===== config.mk =====
export PLATFORM = sky130hd
export DESIGN_NAME = alu_cmd_sequencer_flat
export DESIGN_NICKNAME = d
export VERILOG_FILES = /design/src/rtl/alu_seq_pkg.sv /design/src/rtl/alu_cmd_sequencer_if.sv /design/src/rtl/alu_cmd_fifo.sv /design/src/rtl/alu_cmd_sequencer.sv /design/src/flat_wrapper.sv
export SDC_FILE = /design/constraint.sdc
export NUM_CORES = 1
export LEC_CHECK = 0
export CAP_MARGIN = 0
export CORE_AREA = 2 2 160 162
export CTS_CLUSTER_DIAMETER = 60
export DETAILED_ROUTE_END_ITERATION = 10
export DIE_AREA = 0 0 162 164
export GPL_TIMING_DRIVEN = 0
export PLACE_DENSITY = 0.95
export SKIP_LAST_GASP = 1
export SYNTH_ARGS = -nofsm -noshare
export SYNTH_HDL_FRONTEND = slang
export SYNTH_SLANG_ARGS = --single-unit
export TNS_END_PERCENT = 50

===== constraint.sdc =====
create_clock -name clk -period 17.3 [get_ports clk]
set_input_delay 3.46 -clock clk [delete_from_list [all_inputs] [get_ports clk]]
set_output_delay 3.46 -clock clk [all_outputs]
set_load 0.02 [all_outputs]

===== src/rtl/alu_seq_pkg.sv =====
// alu_seq_pkg: opcodes, FSM encoding and command field widths shared by the ALU command sequencer
package alu_seq_pkg;
  localparam logic [2:0] OP_ADD = 3'b000;
  localparam logic [2:0] OP_SUB = 3'b001;
  localparam logic [2:0] OP_DIV = 3'b010;
  localparam logic [2:0] OP_MUL = 3'b011;
  localparam logic [2:0] OP_AND = 3'b100;
  localparam logic [2:0] OP_OR  = 3'b101;
  localparam logic [2:0] OP_XOR = 3'b110;
  localparam logic [2:0] OP_EQ  = 3'b111;
  localparam int OP_W = 3;
  typedef enum logic [1:0] {ST_IDLE, ST_ISSUE, ST_HOLD} state_t;
  // Packed command layout is {a, b, op}, MSB first
  function automatic int cmd_w(input int dw);
    return 2 * dw + OP_W;
  endfunction
endpackage


===== src/rtl/alu_cmd_sequencer_if.sv =====
// alu_cmd_sequencer_if: command, ALU and response handshake bundle; master is the sequencer side
interface alu_cmd_sequencer_if #(parameter int DATA_W = 32);
  logic              cmd_valid, cmd_ready;
  logic [DATA_W-1:0] cmd_a, cmd_b;
  logic [2:0]        cmd_op;
  logic [DATA_W-1:0] alu_a, alu_b;
  logic [2:0]        alu_opcode;
  logic              alu_en, alu_ack;
  logic [DATA_W:0]   alu_result;
  logic              rsp_valid, rsp_ready;
  logic [DATA_W:0]   rsp_result;
  logic [2:0]        rsp_op;
  logic              rsp_err;
  modport master (
    input  cmd_valid, cmd_a, cmd_b, cmd_op, alu_ack, alu_result, rsp_ready,
    output cmd_ready, alu_a, alu_b, alu_opcode, alu_en, rsp_valid, rsp_result, rsp_op, rsp_err
  );
  modport slave (
    output cmd_valid, cmd_a, cmd_b, cmd_op, alu_ack, alu_result, rsp_ready,
    input  cmd_ready, alu_a, alu_b, alu_opcode, alu_en, rsp_valid, rsp_result, rsp_op, rsp_err
  );
endinterface


===== src/rtl/alu_cmd_fifo.sv =====
// alu_cmd_fifo: show-ahead synchronous FIFO, power-of-two depth, pointers wrap naturally
module alu_cmd_fifo #(
  parameter int WIDTH = 67,
  parameter int DEPTH = 4,
  localparam int AW = $clog2(DEPTH)
) (
  input  logic             clk,
  input  logic             rst_n,
  input  logic             push,
  input  logic             pop,
  input  logic [WIDTH-1:0] wdata,
  output logic [WIDTH-1:0] rdata,
  output logic             full,
  output logic             empty,
  output logic [AW:0]      count
);
  logic [WIDTH-1:0] mem [DEPTH];
  logic [AW-1:0]    wr_ptr, rd_ptr;
  logic             do_push, do_pop;
  assign do_push = push && !full;
  assign do_pop  = pop && !empty;
  assign full    = count == (AW+1)'(DEPTH);
  assign empty   = count == '0;
  assign rdata   = mem[rd_ptr];
  always_ff @(posedge clk)
    if (do_push) mem[wr_ptr] <= wdata;
  always_ff @(posedge clk or negedge rst_n)
    if (!rst_n) begin
      wr_ptr <= '0;
      rd_ptr <= '0;
      count  <= '0;
    end else begin
      wr_ptr <= wr_ptr + AW'(do_push);
      rd_ptr <= rd_ptr + AW'(do_pop);
      count  <= count + (AW+1)'(do_push) - (AW+1)'(do_pop);
    end
endmodule


===== src/rtl/alu_cmd_sequencer.sv =====
// alu_cmd_sequencer: queues ALU commands, issues one at a time, returns results; ALU_SEQ_DIV_ZERO_CHECK_EN rejects div-by-zero
module alu_cmd_sequencer
  import alu_seq_pkg::*;
#(
  parameter int DATA_W      = 32,
  parameter int FIFO_DEPTH  = 4,
  parameter int ACK_TIMEOUT = 15
) (
  input  logic                 clk,
  input  logic                 rst_n,
  alu_cmd_sequencer_if.master  bus,
  output logic                 busy
);
  localparam int CW = cmd_w(DATA_W);
  localparam int TW = $clog2(ACK_TIMEOUT + 1);
  localparam int AW = $clog2(FIFO_DEPTH);
  state_t            state;
  logic [TW-1:0]     timer;
  logic [CW-1:0]     head;
  logic              full, empty, pop;
  logic [AW:0]       count;
  logic [DATA_W-1:0] head_a, head_b;
  logic [2:0]        head_op;
  assign head_a        = head[CW-1 -: DATA_W];
  assign head_b        = head[OP_W +: DATA_W];
  assign head_op       = head[OP_W-1:0];
  assign pop           = (state == ST_IDLE) && !empty;
  assign bus.cmd_ready = !full;
  assign busy          = (count != '0) || (state != ST_IDLE);
  alu_cmd_fifo #(.WIDTH(CW), .DEPTH(FIFO_DEPTH)) u_fifo (
    .clk, .rst_n,
    .push(bus.cmd_valid), .pop,
    .wdata({bus.cmd_a, bus.cmd_b, bus.cmd_op}),
    .rdata(head), .full, .empty, .count
  );
  always_ff @(posedge clk or negedge rst_n)
    if (!rst_n) begin
      state          <= ST_IDLE;
      timer          <= '0;
      bus.alu_a      <= '0;
      bus.alu_b      <= '0;
      bus.alu_opcode <= '0;
      bus.alu_en     <= 1'b0;
      bus.rsp_valid  <= 1'b0;
      bus.rsp_result <= '0;
      bus.rsp_op     <= '0;
      bus.rsp_err    <= 1'b0;
    end else begin
      case (state)
        ST_IDLE: if (!empty) begin
`ifdef ALU_SEQ_DIV_ZERO_CHECK_EN
          if (head_op == OP_DIV && head_b == '0) begin
            bus.rsp_result <= '0;
            bus.rsp_op     <= head_op;
            bus.rsp_err    <= 1'b1;
            bus.rsp_valid  <= 1'b1;
            state          <= ST_HOLD;
          end else
`endif
          begin
            bus.alu_a      <= head_a;
            bus.alu_b      <= head_b;
            bus.alu_opcode <= head_op;
            bus.alu_en     <= 1'b1;
            timer          <= '0;
            state          <= ST_ISSUE;
          end
        end
        ST_ISSUE: if (bus.alu_ack || timer == TW'(ACK_TIMEOUT - 1)) begin
          // Ack wins over a timeout landing on the same edge
          bus.rsp_result <= bus.alu_ack ? bus.alu_result : '0;
          bus.rsp_err    <= !bus.alu_ack;
          bus.rsp_op     <= bus.alu_opcode;
          bus.rsp_valid  <= 1'b1;
          bus.alu_en     <= 1'b0;
          state          <= ST_HOLD;
        end else timer <= timer + TW'(1);
        ST_HOLD: if (bus.rsp_ready) begin
          bus.rsp_valid <= 1'b0;
          state         <= ST_IDLE;
        end
        default: state <= ST_IDLE;
      endcase
    end
endmodule


===== src/flat_wrapper.sv =====
// flat-port wrapper written by rule: the top's interface ports become plain ports
module alu_cmd_sequencer_flat import alu_seq_pkg::*;
#(
  parameter int DATA_W      = 32,
  parameter int FIFO_DEPTH  = 4,
  parameter int ACK_TIMEOUT = 15
)
  (clk, rst_n, busy, bus_cmd_valid, bus_cmd_a, bus_cmd_b, bus_cmd_op, bus_alu_ack, bus_alu_result, bus_rsp_ready, bus_cmd_ready, bus_alu_a, bus_alu_b, bus_alu_opcode, bus_alu_en, bus_rsp_valid, bus_rsp_result, bus_rsp_op, bus_rsp_err);
  alu_cmd_sequencer_if #(.DATA_W(DATA_W)) bus_i ();
  input  logic clk;
  input  logic rst_n;
  output logic busy;
  input wire logic [$bits(bus_i.cmd_valid)-1:0] bus_cmd_valid;
  input wire logic [$bits(bus_i.cmd_a)-1:0] bus_cmd_a;
  input wire logic [$bits(bus_i.cmd_b)-1:0] bus_cmd_b;
  input wire logic [$bits(bus_i.cmd_op)-1:0] bus_cmd_op;
  input wire logic [$bits(bus_i.alu_ack)-1:0] bus_alu_ack;
  input wire logic [$bits(bus_i.alu_result)-1:0] bus_alu_result;
  input wire logic [$bits(bus_i.rsp_ready)-1:0] bus_rsp_ready;
  output wire logic [$bits(bus_i.cmd_ready)-1:0] bus_cmd_ready;
  output wire logic [$bits(bus_i.alu_a)-1:0] bus_alu_a;
  output wire logic [$bits(bus_i.alu_b)-1:0] bus_alu_b;
  output wire logic [$bits(bus_i.alu_opcode)-1:0] bus_alu_opcode;
  output wire logic [$bits(bus_i.alu_en)-1:0] bus_alu_en;
  output wire logic [$bits(bus_i.rsp_valid)-1:0] bus_rsp_valid;
  output wire logic [$bits(bus_i.rsp_result)-1:0] bus_rsp_result;
  output wire logic [$bits(bus_i.rsp_op)-1:0] bus_rsp_op;
  output wire logic [$bits(bus_i.rsp_err)-1:0] bus_rsp_err;
  assign bus_i.cmd_valid = bus_cmd_valid;
  assign bus_i.cmd_a = bus_cmd_a;
  assign bus_i.cmd_b = bus_cmd_b;
  assign bus_i.cmd_op = bus_cmd_op;
  assign bus_i.alu_ack = bus_alu_ack;
  assign bus_i.alu_result = bus_alu_result;
  assign bus_i.rsp_ready = bus_rsp_ready;
  assign bus_cmd_ready = bus_i.cmd_ready;
  assign bus_alu_a = bus_i.alu_a;
  assign bus_alu_b = bus_i.alu_b;
  assign bus_alu_opcode = bus_i.alu_opcode;
  assign bus_alu_en = bus_i.alu_en;
  assign bus_rsp_valid = bus_i.rsp_valid;
  assign bus_rsp_result = bus_i.rsp_result;
  assign bus_rsp_op = bus_i.rsp_op;
  assign bus_rsp_err = bus_i.rsp_err;
  alu_cmd_sequencer #(.DATA_W(DATA_W), .FIFO_DEPTH(FIFO_DEPTH), .ACK_TIMEOUT(ACK_TIMEOUT)) u_core (.clk(clk), .rst_n(rst_n), .bus(bus_i), .busy(busy));
endmodule

Word-level counts from Yosys, hierarchy flattened. Memories as Yosys holds them, arrays and structs flattened. A register that Yosys moved wholly into a read port is not among the register bits. Cells that the tools add are included.

Memories: 1. Memory bits (writable): 268. Word-level logic and storage cells: 62. Bits in read-only memories: 0. Bits of input ports: 105. Bits in registers: 52. Bits in latches: 0.

Memories: u_core.u_fifo.mem (depth 4, bits a word 67, read ports 1, clocked after Yosys merged registers in 1, wr ports 1, line alu_cmd_fifo.sv:17) `logic [WIDTH-1:0] mem [DEPTH];`.

Shift-type cells: 0. Divide/modulo/power cells: 0. Magnitude comparators: 0. Multiply operators: 0. Reduce and logical (&&, ||, !) cells: 21. Add/subtract/negate cells: 5. Bitwise gates (word level): 1. Equality and inequality tests: 8. Muxes and demuxes: 16.

Operators by type and width (count): 2-to-1 mux 33 bit (1); AND reduction 3 bit (4); 2-to-1 mux 4 bit (2); one-hot mux 4 bit (2 select lines) (1); 2-to-1 mux 1 bit (6); 2-to-1 mux 2 bit (3); inequality test 2 bit, second input constant (3); one-hot mux 2 bit (3 select lines) (1); nonzero test 2 bit (3); adder 2 x 1 -> 2 bit (2); adder 4 x 1 -> 4 bit, second input constant (1); == test 4 bit, second input constant (1); logical NOT 1 bit (4); one-hot mux 1 bit (2 select lines) (2); AND reduction 2 bit (2); adder 3 x 1 -> 3 bit (1); == test 3 bit, second input constant (1); logical AND 1 bit (3); logical NOT 3 bit (1); nonzero test 3 bit (1); subtractor 3 x 1 -> 3 bit (1); == test 2 x 1 -> 1 bit, second input constant (1); == test 2 bit, second input constant (1); logical NOT 2 bit (1); 3 further kinds (4).

Depth between registers and ports, before layout. Gate-level depths: netlist of the first run.

Depth in word-level cells: 5. Gate-level depth with buffers: 10.

Modules after synthesis. From an unflattened synthesis of the first run, not the netlist that was laid out.

Cells, all modules: 792. Area total of the unflattened synthesis: 14328.7 um^2.

By module, submodules not included: alu_cmd_fifo (area an instance 10068.4 um^2, instances 1, seq. area each 8222.9 um^2, cells an instance 382); alu_cmd_sequencer (area an instance 4260.3 um^2, instances 1, seq. area each 2802.7 um^2, cells an instance 410).

Worst setup path before layout of the first run. Ideal clock, no wire load.

Path type: input-to-reg. From: input port bus_cmd_valid. To: memory u_core.u_fifo.mem[1][0], enable pin. Stages on the path: 2. Library setup time: 0.588 ns. Slack: 8.248 ns. Arrival time: 8.463 ns. Cells stage by stage: nand2_1 > nor3b_1.

Longest elaborated chain between the ends: 3.

Ends and longest elaborated chain: start: declaration (line flat_wrapper.sv:13) `input wire logic [$bits(bus_i.cmd_valid)-1:0] bus_cmd_valid;`; logical AND 1 bit (line alu_cmd_fifo.sv:20) `assign do_push = push && !full;`; 2-to-1 mux 1 bit (line alu_cmd_fifo.sv:26) `if (do_push) mem[wr_ptr] <= wdata;`; 2-to-1 mux 1 bit (implied by the code) (line alu_cmd_fifo.sv:26); end: declaration (line alu_cmd_fifo.sv:17).

No other way between the ends.

Worst setup path after layout of the first run.
From: register u_core.u_fifo.count[1]. To: output port busy.

Longest elaborated chain between the ends: 2.

Ends and longest elaborated chain: start: declaration (line alu_cmd_fifo.sv:15) `output logic [AW:0] count`; start signal: assignment (line alu_cmd_fifo.sv:35) `count <= count + (AW+1)'(do_push) - (AW+1)'(do_pop);`; nonzero test 3 bit (line alu_cmd_sequencer.sv:29) `assign busy = (count != '0) || (state != ST_IDLE);`; logical OR 1 bit (line alu_cmd_sequencer.sv:29); end: declaration (line flat_wrapper.sv:12) `output logic busy;`.

No other way between the ends.

==> out/results.ini, run 1 <==
[setup_path]
start_kind = register
cp_top_family = simple AND/OR/NAND/NOR gates
path_class = register to output port
path_max_fanout = 5
cp_common_cell = or3_1
arrival_ps = 2420
cp_slowest_cell = clkdlybuf4s50_1
crit_chain = or3_1 -> clkbuf_1 -> or3_1 -> clkdlybuf4s50_1
endpoint_kind = output port
required_ps = 13840
crit_buf_inv = 2
r2r_setup_slack_ps = 14570
max_stage_delay_ps = 560

[timing]
rsz0062_at_grt = false
finalCritPeriodShare = 0.340
layout_setup_ws_ps = 11420
tns_ps = 0
period_needed_ps = 5880
finalMaxSlewViolations = 0
fin_skew_ps = 22.2
worst_hold_slack_ps = 503
relSlewSlack = 0.502
tightestPinTransition_ps = 743
fmax_ghz = 0.170
setup_viol = 0
hold_viol = 0

[yosys]
synth_fp_nets = 754
yosysWarningCount = 0
synthDistinctLibCells = 35
async_flop_share = 0.307
syn_inst = 644
synth_edf_count = 268
syn_area_per_cell_um2 = 22.0
synth_seq_cells = 387
ys_seq_area_frac = 0.778
syn_area_um2 = 14200
synthFlopType = edfxtp_1

[power_and_ir_drop]
intPower_mw = 2.44
p_per_area_nw_per_um2 = 192
p_leak_nw = 6.62
p_switching_mw = 1.09
seqPwrFrac = 0.396
clockPowerShare = 0.244
p_sw_frac = 0.308
ir_worst_vdd_mv = 0.121
power_frac_comb = 0.360

[finish]
drive_gt1_frac = 0.263
area_growth_pct = 29.7
postLayoutCellArea_um2 = 18400
nFillCells = 1412
final_util = 0.741
final_common_cell = edfxtp_1
fin_nets = 1033
final_cell_mix = edfxtp_1 (268), clkdlybuf4s50_1 (211), dfrtp_1 (119)

[routing]
ant_nets = 0
wl_per_cell_um = 23.7
dr_total_vias = 7334
first_pass_iters = 5
routed_wirelength_mm = 30.5
first_iter_violations = 517
drc = 0
via_per_inst = 5.70

[placed_design]
pre_cts_ws_ps = 11640
postPlaceCellArea_um2 = 17000
io_buffers = 212
gp_congestion = 0.766
hpwl_mm = 20.5

[floorplanning]
ioPinCount = 213
die_h_um = 164
core_um2 = 24800
dieArea_um2 = 26600
start_util = 0.571
fp.dieW_um = 162
rows = 58

[status]
status = finished clean

[clock_tree]
cts.path.max_buffers = 3
cts_setup_buffers = 0
ctsRootBufferMaster = clkbuf_16
cts_resized = 0
clk_pin_slew_ps = 60
hold_buffers = 0
clock-sinks = 387
ctsHtreeMaxLevel = 2
clk_latency_ps = 530
cts_buffers = 41
tritoncts = done

[global_route]
grt_max_degree = 80
antenna_found_initial = 1
grt_pass1_wl_mm = 46.4
grt_pass1_vias = 8059
grt_overflow = 0
grtUsageTotal = 0.234

[min_path]
hold_path.class = register to register

[flow_run]
cap_viol_max_count = 0

flip-flops by register name, indices dropped and copies added (netlist names):
signal                 cells
u_core.bus.rsp_op          3
u_core.bus.alu_b          32
u_core.bus.rsp_result     33
u_core.u_fifo.wr_ptr       2
u_core.bus.rsp_valid       1
u_core.u_fifo.mem        268
u_core.u_fifo.count        3
u_core.timer               4
u_core.bus.alu_opcode      3
u_core.bus.alu_a          32
u_core.bus.alu_en          1
u_core.u_fifo.rd_ptr       2
u_core.state               2
u_core.bus.rsp_err         1
cell usage after synthesis, types with 2 or more instances:
master	instances	area [um2]
ha_1	4	50.1
o21ai_0	4	20.0
dfrtp_1	119	2980
buf_8	2	30.0
nand2b_1	2	12.5
clkbuf_1	9	33.8
buf_4	7	52.6
nor3b_1	2	15.0
nand3_1	3	15.0
nor2_1	3	11.3
nor2b_1	2	12.5
nand2_1	4	15.0
edfxtp_1	268	8050
inv_1	8	30.0
mux2_2	70	788
xnor2_1	5	43.8
or3_1	2	12.5
mux4_2	67	1510
a22o_1	35	307
buf_2	13	65.1
power groups by stage:
stage	combinational [mW]	sequential, mW	clock (mW)
2_1_floorplan	0.613	1.55	0
3_3_place_gp	1.20	1.43	0
3_5_place_dp	1.28	1.41	0
4_1_cts	1.30	1.40	0.874
5_1_grt	1.35	1.42	0.913
6_report	1.27	1.40	0.861
routing by layer:
metal / global-route usage / share of wire / vias up
li1: - / - / 3171
met3: 0.0568 / 0.063 / 71
met1: 0.279 / 0.38 / 3811
met4: 0.0805 / 0.031 / 0
met5: 0 / 0 / -
met2: 0.419 / 0.53 / 281
per-stage QoR:
| stage | total power, mW | cells |
|---|---|---|
| 6_report | 3.53 | 1287 |
| 5_1_grt | 3.68 | 1285 |
| 4_1_cts | 3.57 | 1285 |
| 3_5_place_dp | 2.69 | 1210 |
| 3_3_place_gp | 2.62 | 1186 |
| 2_1_floorplan | 2.16 | 644 |
worst paths after layout:
| check | start | to | depth (start not counted) |
|---|---|---|---|
| worst min register to register | u_core.bus.alu_a[26]$_DFFE_PN0P_ | u_core.bus.alu_a[26]$_DFFE_PN0P_ | 1 |
| min in group asynchronous | rst_n | u_core.bus.alu_a[0]$_DFFE_PN0P_ | 1 |
| worst min-delay path | u_core.bus.alu_a[26]$_DFFE_PN0P_ | u_core.bus.alu_a[26]$_DFFE_PN0P_ | 1 |
| worst max-delay path | u_core.u_fifo.count[1]$_DFF_PN0_ | busy | 4 |
| worst max register to register | u_core.u_fifo.count[1]$_DFF_PN0_ | u_core.u_fifo.count[2]$_DFF_PN0_ | 10 |
| max in group asynchronous | rst_n | u_core.bus.alu_a[27]$_DFFE_PN0P_ | 2 |
cells by family after synthesis:
| family | count (synthesis) | share of synthesized area |
|---|---|---|
| muxes | 137 | 0.162 |
| adders and majority gates | 5 | 0.00494 |
| DFF | 387 | 0.778 |
| and+or+nand+nor | 25 | 0.0101 |
| AOI/OAI and AO/OA | 44 | 0.0257 |
| xor gates and xnor gates | 6 | 0.00371 |
| buffers and inverters | 40 | 0.0157 |
cell type report:
cell class | instances | area (um2) | area share
plain buffers | 32 | 193 | 0.0105
multi-input cells | 217 | 2950 | 0.160
well taps | 330 | 413 | 0.0224
inverters | 8 | 30.0 | 0.00163
clock inverters | 17 | 205 | 0.0112
clock buffers | 58 | 1140 | 0.0620
diodes | 2 | 5.00 | 0.000272
flip-flops and latches | 387 | 11000 | 0.599
repair buffers | 236 | 2430 | 0.132
Power figures use the tool's default switching activity.
==> inputs of run 2 (changes only) <==
Settings changed: CORE_AREA 2 2 160 162 to 2 2 175 177, DIE_AREA 0 0 162 164 to 0 0 177 179, PLACE_DENSITY 0.95 to 0.85.
Clock period 17.3 ns to 5.3 ns, I/O delays scaled along.
==> out/results.ini, run 2 (synthesized netlist as in run 1, its figures left out) <==
[status]
status = finished clean

[finish]
final_util = 0.616  ; -0.125
fin_nets = 1032  ; -0.097%
final_common_cell = edfxtp_1
largest_reg_flops = 268  ; unchanged
postLayoutCellArea_um2 = 18500  ; +0.53%
largestRegisters = u_core.u_fifo.mem: 268 flops, u_core.bus.rsp_result: 33 flops
area_growth_pct = 30.4
nFillCells = 2089  ; +48%
top_register = u_core.u_fifo.mem
drive_gt1_frac = 0.264  ; +0.00160
final_cell_mix = edfxtp_1 (268), clkdlybuf4s50_1 (211), dfrtp_1 (119)

[clock_tree]
cts_setup_buffers = 0  ; unchanged
ctsHtreeMaxLevel = 2  ; unchanged
cts_buffers = 41  ; unchanged
clk_latency_ps = 520  ; about the same
clk_pin_slew_ps = 60  ; about the same
cts_resized = 0  ; unchanged
ctsRootBufferMaster = clkbuf_16
hold_buffers = 0  ; unchanged
tritoncts = done
clock-sinks = 387  ; unchanged
cts.path.max_buffers = 3  ; unchanged

[routing]
routed_wirelength_mm = 29.1  ; -4.4%
wl_met1_mm = 11.5  ; +0.14%
wl_met2_mm = 15.1  ; -6.1%
dr_wl_met3_mm = 1.88  ; -2.2%
first_pass_iters = 4  ; -1
ant_nets = 0  ; unchanged
dr_total_vias = 7112  ; -3.0%
via_per_inst = 5.27  ; -7.6%
first_iter_violations = 374  ; -28%
drc = 0  ; unchanged
dr.max_layer_used = met4
wl_per_cell_um = 21.6  ; -8.9%

[global_route]
grt_overflow = 0  ; unchanged
grt_pass1_wl_mm = 43.9  ; -5.4%
grt_max_degree = 78  ; -2.5%
grt_pass1_vias = 7766  ; -3.6%
antenna_found_initial = 2  ; +1
grtUsageTotal = 0.185  ; -0.0488

[power_and_ir_drop]
power_frac_comb = 0.358  ; -0.002
intPower_mw = 8.03  ; +230%
p_leak_nw = 6.63  ; +0.21%
p_per_area_nw_per_um2 = 621  ; +220%
ir_worst_vdd_mv = 0.341  ; +180%
p_sw_frac = 0.301  ; -0.00765
seqPwrFrac = 0.395  ; about the same
power_mw = 11.5  ; +230%
clockPowerShare = 0.247  ; +0.003
p_switching_mw = 3.45  ; +220%

[floorplanning]
start_util = 0.472  ; -0.0991
core_um2 = 30000  ; +21%
rows = 64  ; +10%
dieArea_um2 = 31700  ; +19%
fp.dieW_um = 177  ; +9.3%
ioPinCount = 213  ; unchanged
die_h_um = 179  ; +9.1%

[timing]
period_needed_ps = 3490
setup_viol = 0  ; unchanged
finalMaxSlewViolations = 0  ; unchanged
tightestPinTransition_ps = 755  ; +11.9 ps
fin_skew_ps = 13.3  ; -8.87 ps
hold_viol = 0  ; unchanged
rsz0062_at_grt = false
relSlewSlack = 0.497  ; -0.00577
worst_hold_slack_ps = 487  ; -16.6 ps
finalCritPeriodShare = 0.658
fmax_ghz = 0.287

[setup_path]
endpoint_kind = output port
path_class = register to output port
required_ps = 4240  ; -9600 ps
path_max_fanout = 5  ; unchanged
arrival_ps = 2430  ; about the same
start_kind = register

[placed_design]
io_buffers = 212  ; unchanged
postPlaceCellArea_um2 = 17100  ; +0.44%
hpwl_mm = 19.3  ; -5.6%
gp_congestion = 0.695  ; -9.3%

[min_path]
hold_path.class = input port to asynchronous set/reset pin

[flow_run]
cap_viol_max_count = 0  ; unchanged

## run 2: final timing paths
path	endpoint	depth (start not counted)	slack, ps	startpoint
setup / recovery	busy	4	1810	u_core.u_fifo.count[1]$_DFF_PN0_
hold / removal	u_core.bus.alu_b[27]$_DFFE_PN0P_	1	490	rst_n
setup reg to reg	u_core.u_fifo.count[2]$_DFF_PN0_	10	2660	u_core.u_fifo.count[1]$_DFF_PN0_
hold reg to reg	u_core.bus.rsp_op[2]$_DFFE_PN0P_	1	500	u_core.bus.rsp_op[2]$_DFFE_PN0P_
max in group asynchronous	u_core.bus.alu_b[6]$_DFFE_PN0P_	2	4030	rst_n
min in group clk	u_core.bus.rsp_op[2]$_DFFE_PN0P_	1	500	u_core.bus.rsp_op[2]$_DFFE_PN0P_
## run 2: area by class of cell
class | instances | area [um2] | share of cell area
Timing Repair Buffer | 235 | 2430 | 0.131
Tap cell | 396 | 495 | 0.0268
Inverter | 8 | 30.0 | 0.00162
Clock buffer | 55 | 1150 | 0.0623
Clock inverter | 19 | 219 | 0.0118
Buffer | 32 | 193 | 0.0104
Antenna cell | 1 | 2.50 | 0.000135
Multi-Input combinational cell | 217 | 2950 | 0.159
Sequential cell | 387 | 11000 | 0.596
## run 2: power groups by stage
stage,Sequential [mW],Clock (mW),Combinational [mW]
2_1_floorplan,5.05,0,2.00
3_3_place_gp,4.65,0,3.95
3_5_place_dp,4.58,0,4.18
4_1_cts,4.54,2.91,4.21
5_1_grt,4.61,3.04,4.41
6_report,4.53,2.84,4.11
## run 2: worst max-delay path: stages (launching register included)
cell and delay, ps:
dfrtp_1 420, or3_1 390, clkbuf_1 180, or3_1 360
clkdlybuf4s50_1 560
## run 2: per-layer routing
layer | track usage | up-vias
li1 | - | 3160
met1 | 0.225 | 3675
met2 | 0.329 | 232
met3 | 0.0458 | 45
met4 | 0.0517 | 0
met5 | 0 | -
## run 2: metrics by stage
step	cells	TNS, ps	setup slack [ps]
CTS	1349	0	1750
detailed placement	1275	0	1920
finish	1350	0	1810
floorplan	644	-245060	-1350
global placement	1252	-1429230	-6070
global route	1349	0	1680
==> inputs of run 3 (changes only) <==
Settings changed: CORE_AREA 2 2 175 177 to 2 2 166 168, DIE_AREA 0 0 177 179 to 0 0 168 170, PLACE_DENSITY 0.85 to 0.89.
Clock period 5.3 ns to 3.4 ns, I/O delays scaled along.
==> out/results.ini, run 3 (synthesized netlist as in run 1, its figures left out) <==
[finish]
final_cell_mix = edfxtp_1 (268), clkdlybuf4s50_1 (211), dfrtp_1 (119)
drive_gt1_frac = 0.260  ; -0.00466
top_register = u_core.u_fifo.mem
multi_input_area_um2 = 2970  ; +0.64%
final_common_cell = edfxtp_1
largestRegisters = u_core.u_fifo.mem: 268 flops, u_core.bus.rsp_result: 33 flops
fin_nets = 1025  ; -0.68%
final_util = 0.691  ; +0.0756
postLayoutCellArea_um2 = 18400  ; -0.36%
layout.cells.non_filler = 1289  ; -4.5%
nFillCells = 1616  ; -23%
area_growth_pct = 30.0
regArea_um2 = 11000  ; unchanged
largest_reg_flops = 268  ; unchanged

[global_route]
grt_pass1_vias = 7894  ; +1.6%
antenna_found_initial = 2  ; unchanged
grt_overflow = 0  ; unchanged
grtUsageTotal = 0.209  ; +0.0238
grt_max_degree = 77  ; -1.3%
grt_pass1_wl_mm = 44.8  ; +1.9%

[placed_design]
place_inst = 1214  ; -4.8%
postPlaceCellArea_um2 = 17100  ; about the same
gp_congestion = 0.739  ; +6.2%
io_buffers = 212  ; unchanged
hpwl_mm = 19.3  ; -0.13%

[timing]
period_needed_ps = 3120
fmax_ghz = 0.321
rsz0062_at_grt = false
finalCritPeriodShare = 0.917
finalMaxSlewViolations = 0  ; unchanged
tightestPinTransition_ps = 783  ; +27.8 ps
hold_viol = 0  ; unchanged
fin_skew_ps = 15.7  ; +2.40 ps
tns_ps = 0  ; unchanged
setup_viol = 0  ; unchanged
relSlewSlack = 0.478  ; -0.0185

[power_and_ir_drop]
p_leak_nw = 6.62  ; -0.23%
p_per_area_nw_per_um2 = 966  ; +55%
ir_worst_vdd_mv = 0.528  ; +55%
power_mw = 17.8  ; +55%

[setup_path]
start_kind = register
path_max_fanout = 5  ; unchanged
path_class = register to output port
required_ps = 2720  ; -1520 ps
endpoint_kind = output port
arrival_ps = 2440  ; about the same

[routing]
first_iter_violations = 484  ; +29%
first_pass_iters = 4  ; unchanged
ant_nets = 0  ; unchanged
dr_total_vias = 7198  ; +1.2%
wl_per_cell_um = 22.7  ; +5.0%
drc = 0  ; unchanged
routed_wirelength_mm = 29.2  ; +0.29%
via_per_inst = 5.58  ; +6.0%

[floorplanning]
core_um2 = 26700  ; -11%
dieArea_um2 = 28600  ; -9.9%
rows = 60  ; -6.3%
start_util = 0.532  ; +0.0598
fp.dieW_um = 168  ; -5.1%
die_h_um = 170  ; -5.0%
ioPinCount = 213  ; unchanged

[clock_tree]
hold_buffers = 0  ; unchanged
tritoncts = done
cts.path.max_buffers = 3  ; unchanged
clk_latency_ps = 530  ; about the same
clock-sinks = 387  ; unchanged
cts_resized = 0  ; unchanged
clk_pin_slew_ps = 60  ; about the same
ctsRootBufferMaster = clkbuf_16
cts_buffers = 40  ; -2.4%
ctsHtreeMaxLevel = 2  ; unchanged
cts_setup_buffers = 0  ; unchanged

[flow_run]
cap_viol_max_count = 0  ; unchanged

[status]
status = finished clean

[min_path]
hold_path.class = input port to asynchronous set/reset pin

[run 3: cell count changes in the layout (fill, tap and decap cells not counted), sizes merged]
| cell | before | now |
|---|---|---|
| buf | 47 | 41 |
| bufinv | 4 | 3 |
| clkbuf | 64 | 56 |
| clkinv | 11 | 21 |
| inv | 10 | 9 |
[run 3: power by group]
part | leakage [nW] | switching (mW) | internal (mW)
logic | 2.10 | 3.08 | 3.38
registers | 3.88 | 0.582 | 6.50
clock network | 0.638 | 1.75 | 2.50
[run 3: cell type report]
cell class	count	area share
repair buffers	229	0.135
diodes	1	0.000136
plain buffers	32	0.0105
well taps	341	0.0232
inverters	8	0.00163
clock inverters	27	0.0126
clock buffers	47	0.0581
flip-flops and latches	387	0.598
multi-input cells	217	0.161
[run 3: per-layer routing]
| metal | global-route usage | share of wire | vias to the layer above |
|---|---|---|---|
| met5 | 0 | 0.00045 | - |
| met4 | 0.0650 | 0.025 | 2 |
| met3 | 0.0505 | 0.070 | 48 |
| met2 | 0.371 | 0.52 | 274 |
| met1 | 0.256 | 0.39 | 3716 |
| li1 | - | - | 3158 |
[run 3: worst max-delay path, cell delays in order (launching register included)]
cell             delay, ps
dfrtp_1                420
or3_1                  380
clkbuf_1               170
or3_1                  380
clkdlybuf4s50_1        560
[run 3: path summary, 6_finish.rpt]
kind                                                       from  depth (start not counted)                              endpoint  slack (ps)
setup / recovery               u_core.u_fifo.count[1]$_DFF_PN0_                          4                                  busy         280
hold / removal                                            rst_n                          1      u_core.bus.alu_b[31]$_DFFE_PN0P_         100
setup reg to reg               u_core.u_fifo.count[1]$_DFF_PN0_                         10      u_core.u_fifo.count[2]$_DFF_PN0_         700
hold reg to reg            u_core.bus.rsp_result[6]$_DFFE_PN0P_                          1  u_core.bus.rsp_result[6]$_DFFE_PN0P_         500
max in group asynchronous                                 rst_n                          2      u_core.bus.alu_b[11]$_DFFE_PN0P_        2530
min in group clk           u_core.bus.rsp_result[6]$_DFFE_PN0P_                          1  u_core.bus.rsp_result[6]$_DFFE_PN0P_         500
[run 3: stage by stage]
step / hold WS [ps] / setup WS [ps]
global placement: 484 / -3510
finish: 101 / 281
floorplan: 384 / -522
global route: 128 / 185
detailed placement: 491 / 617
CTS: 103 / 238
==> edit, RTL diff (settings of run 2) <==
The option `ALU_SEQ_DIV_ZERO_CHECK_EN` is turned on by a define.
--- a/src/rtl/alu_cmd_sequencer.sv
+++ b/src/rtl/alu_cmd_sequencer.sv
@@ -1,4 +1,6 @@
 // alu_cmd_sequencer: queues ALU commands, issues one at a time, returns results; ALU_SEQ_DIV_ZERO_CHECK_EN rejects div-by-zero
+`define ALU_SEQ_DIV_ZERO_CHECK_EN
+
 module alu_cmd_sequencer
   import alu_seq_pkg::*;
 #(
Function: changed (a bounded check fails within 4 cycles, from zero or initial values and one cycle with rst_n low).
==> edit against run 2 <==
- critical path depth increased by 7
- sequential cell count stayed put
- synthesized cell count up 7.1%
- cell area grew 1.2%
- area after synthesis is 1.8% higher
- sequential power about the same
- worst setup slack worse by 0.50 ns
- total power is 0.43% higher
- die area did not move
- via count is 6.2% higher
- routed wire length increased by 7.4%
- cell count increased by 2.6%
- critical path type is now flop to flop
- critical endpoint is now u_core.bus.alu_a[21]
- largest cell class unchanged
==> edit: results (changes against run 2) <==
[routing]
num_vias=7553  ; +6.2%
drtIter0Drc=484  ; +29%
totalWireLength_um=31270  ; +7.4%
drt_first_pass_iters=5  ; +1

[placed_design]
place_ws_ns=1.237  ; -0.6872 ns
dp_hpwl_um=20500  ; +5.9%
gp_congestion=0.8522  ; +23%

[global_route]
antenna_found_initial=4  ; +2
grt_pass1_wl_um=47200  ; +7.4%
grt_max_degree=67  ; -14%
grt_usage_pct=20.23  ; +1.7 points
grt_pass1_vias=8026  ; +3.3%

[synthesis]
synthTopCellsByArea=edfxtp_1, dfrtp_1, mux4_2
synthAdderAreaFrac_pct=0.9191  ; +0.42 points
synth_seq_area_share_pct=76.41  ; -1.4 points
synth_cell_types=42  ; +20%
synth_xor_area_share_pct=0.2428  ; -0.13 points
muxShareOfSynthArea_pct=15.61  ; -0.60 points
syn_nets=805  ; +6.8%
synth_compound_area_share_pct=3.382  ; +0.81 points
synth_commonest_cells=edfxtp_1, dfrtp_1, mux4_2, mux2_2, a22o_1

[critical_path]
rr_worst_depth=11  ; +1
r2r_slack_ns=1.31  ; -1.35 ns
cp_max_fo=10  ; +5
critPathArrivalTime_ns=4.39  ; +1.96 ns
max_stage_delay_ns=0.68  ; +0.12 ns
cp_top_family=buffers and inverters
cpMaxStageDelayCell=buf_1

[worst_hold_path]
hold_class=flop to flop

[layout]
drive_above_1_share_pct=21.68  ; -4.8 points
finalNetCount=1070  ; +3.7%
fillers=2113  ; +1.1%

[timing]
worst_slew_pin_slew_ns=0.9022  ; +0.1471 ns
timing.final.crit_period_ns=3.987  ; +0.5000 ns
clock_skew_ns=0.02103  ; +0.007713 ns

[run_status]
outcome=completed

[clocking]
cts_made_buffers=40  ; -2.4%

[power_and_ir_drop]
leakagePower_nw=6.698  ; +1.0%

==> edit: layout make-up <==
class                   instances  area, sq um  share of cell area, %
clock inverters                15        135.1                 0.7224
well taps                     396        495.5                  2.649
flip-flops and latches        387        11030                  58.94
repair buffers                223         2384                  12.74
inverters                      11        41.29                 0.2207
diodes                          2        5.005                0.02675
plain buffers                  33        187.7                  1.003
multi-input cells             259         3207                  17.14
clock buffers                  59         1226                  6.555
==> edit: report_power, final <==
group          switching (mW)  internal (mW)  total, mW
Combinational            2.13           2.07       4.20
Sequential              0.368           4.15       4.52
Clock                    1.11           1.71       2.82
Total                    3.61           7.93       11.5
==> edit: logic make-up after synthesis <==
group / Yosys count
simple gates: 49
xor+xnor: 4
fa+ha+maj: 10
mux: 133
flops: 387
compound gates: 63
buf+inv: 44
==> edit: layer usage <==
layer / global-route usage [%] / wire length, um / vias up
li1: - / - / 3335
met1: 25.04 / 12420 / 3894
met2: 35.02 / 15740 / 282
met3: 6.234 / 2568 / 38
met4: 4.752 / 518 / 4
met5: 0 / 23 / -
==> edit: worst paths after layout <==
kind                                          from                   endpoint
max in group asynchronous                    rst_n        u_core.bus.alu_a[1]
hold reg to reg               u_core.bus.alu_a[12]       u_core.bus.alu_a[12]
min in group asynchronous                    rst_n  u_core.bus.rsp_result[27]
setup / recovery           u_core.u_fifo.rd_ptr[1]       u_core.bus.alu_a[21]
hold / removal                u_core.bus.alu_a[12]       u_core.bus.alu_a[12]
setup reg to reg           u_core.u_fifo.rd_ptr[1]       u_core.bus.alu_a[21]
==> edit: through the flow <==
stage | setup TNS [ns] | instance area [sq um] | std cells | hold slack [ns] | utilization, %
floorplan | 0 | 14440 | 690 | 0.4642 | -
global placement | -605.11 | 17050 | 1298 | 0.4749 | 56.79
global route | 0 | 18710 | 1385 | 0.5068 | 62.30
detailed placement | 0 | 17340 | 1309 | 0.4808 | 57.75
CTS | 0 | 18700 | 1383 | 0.4944 | 62.28
finish | 0 | 18710 | 1385 | 0.4890 | 62.30
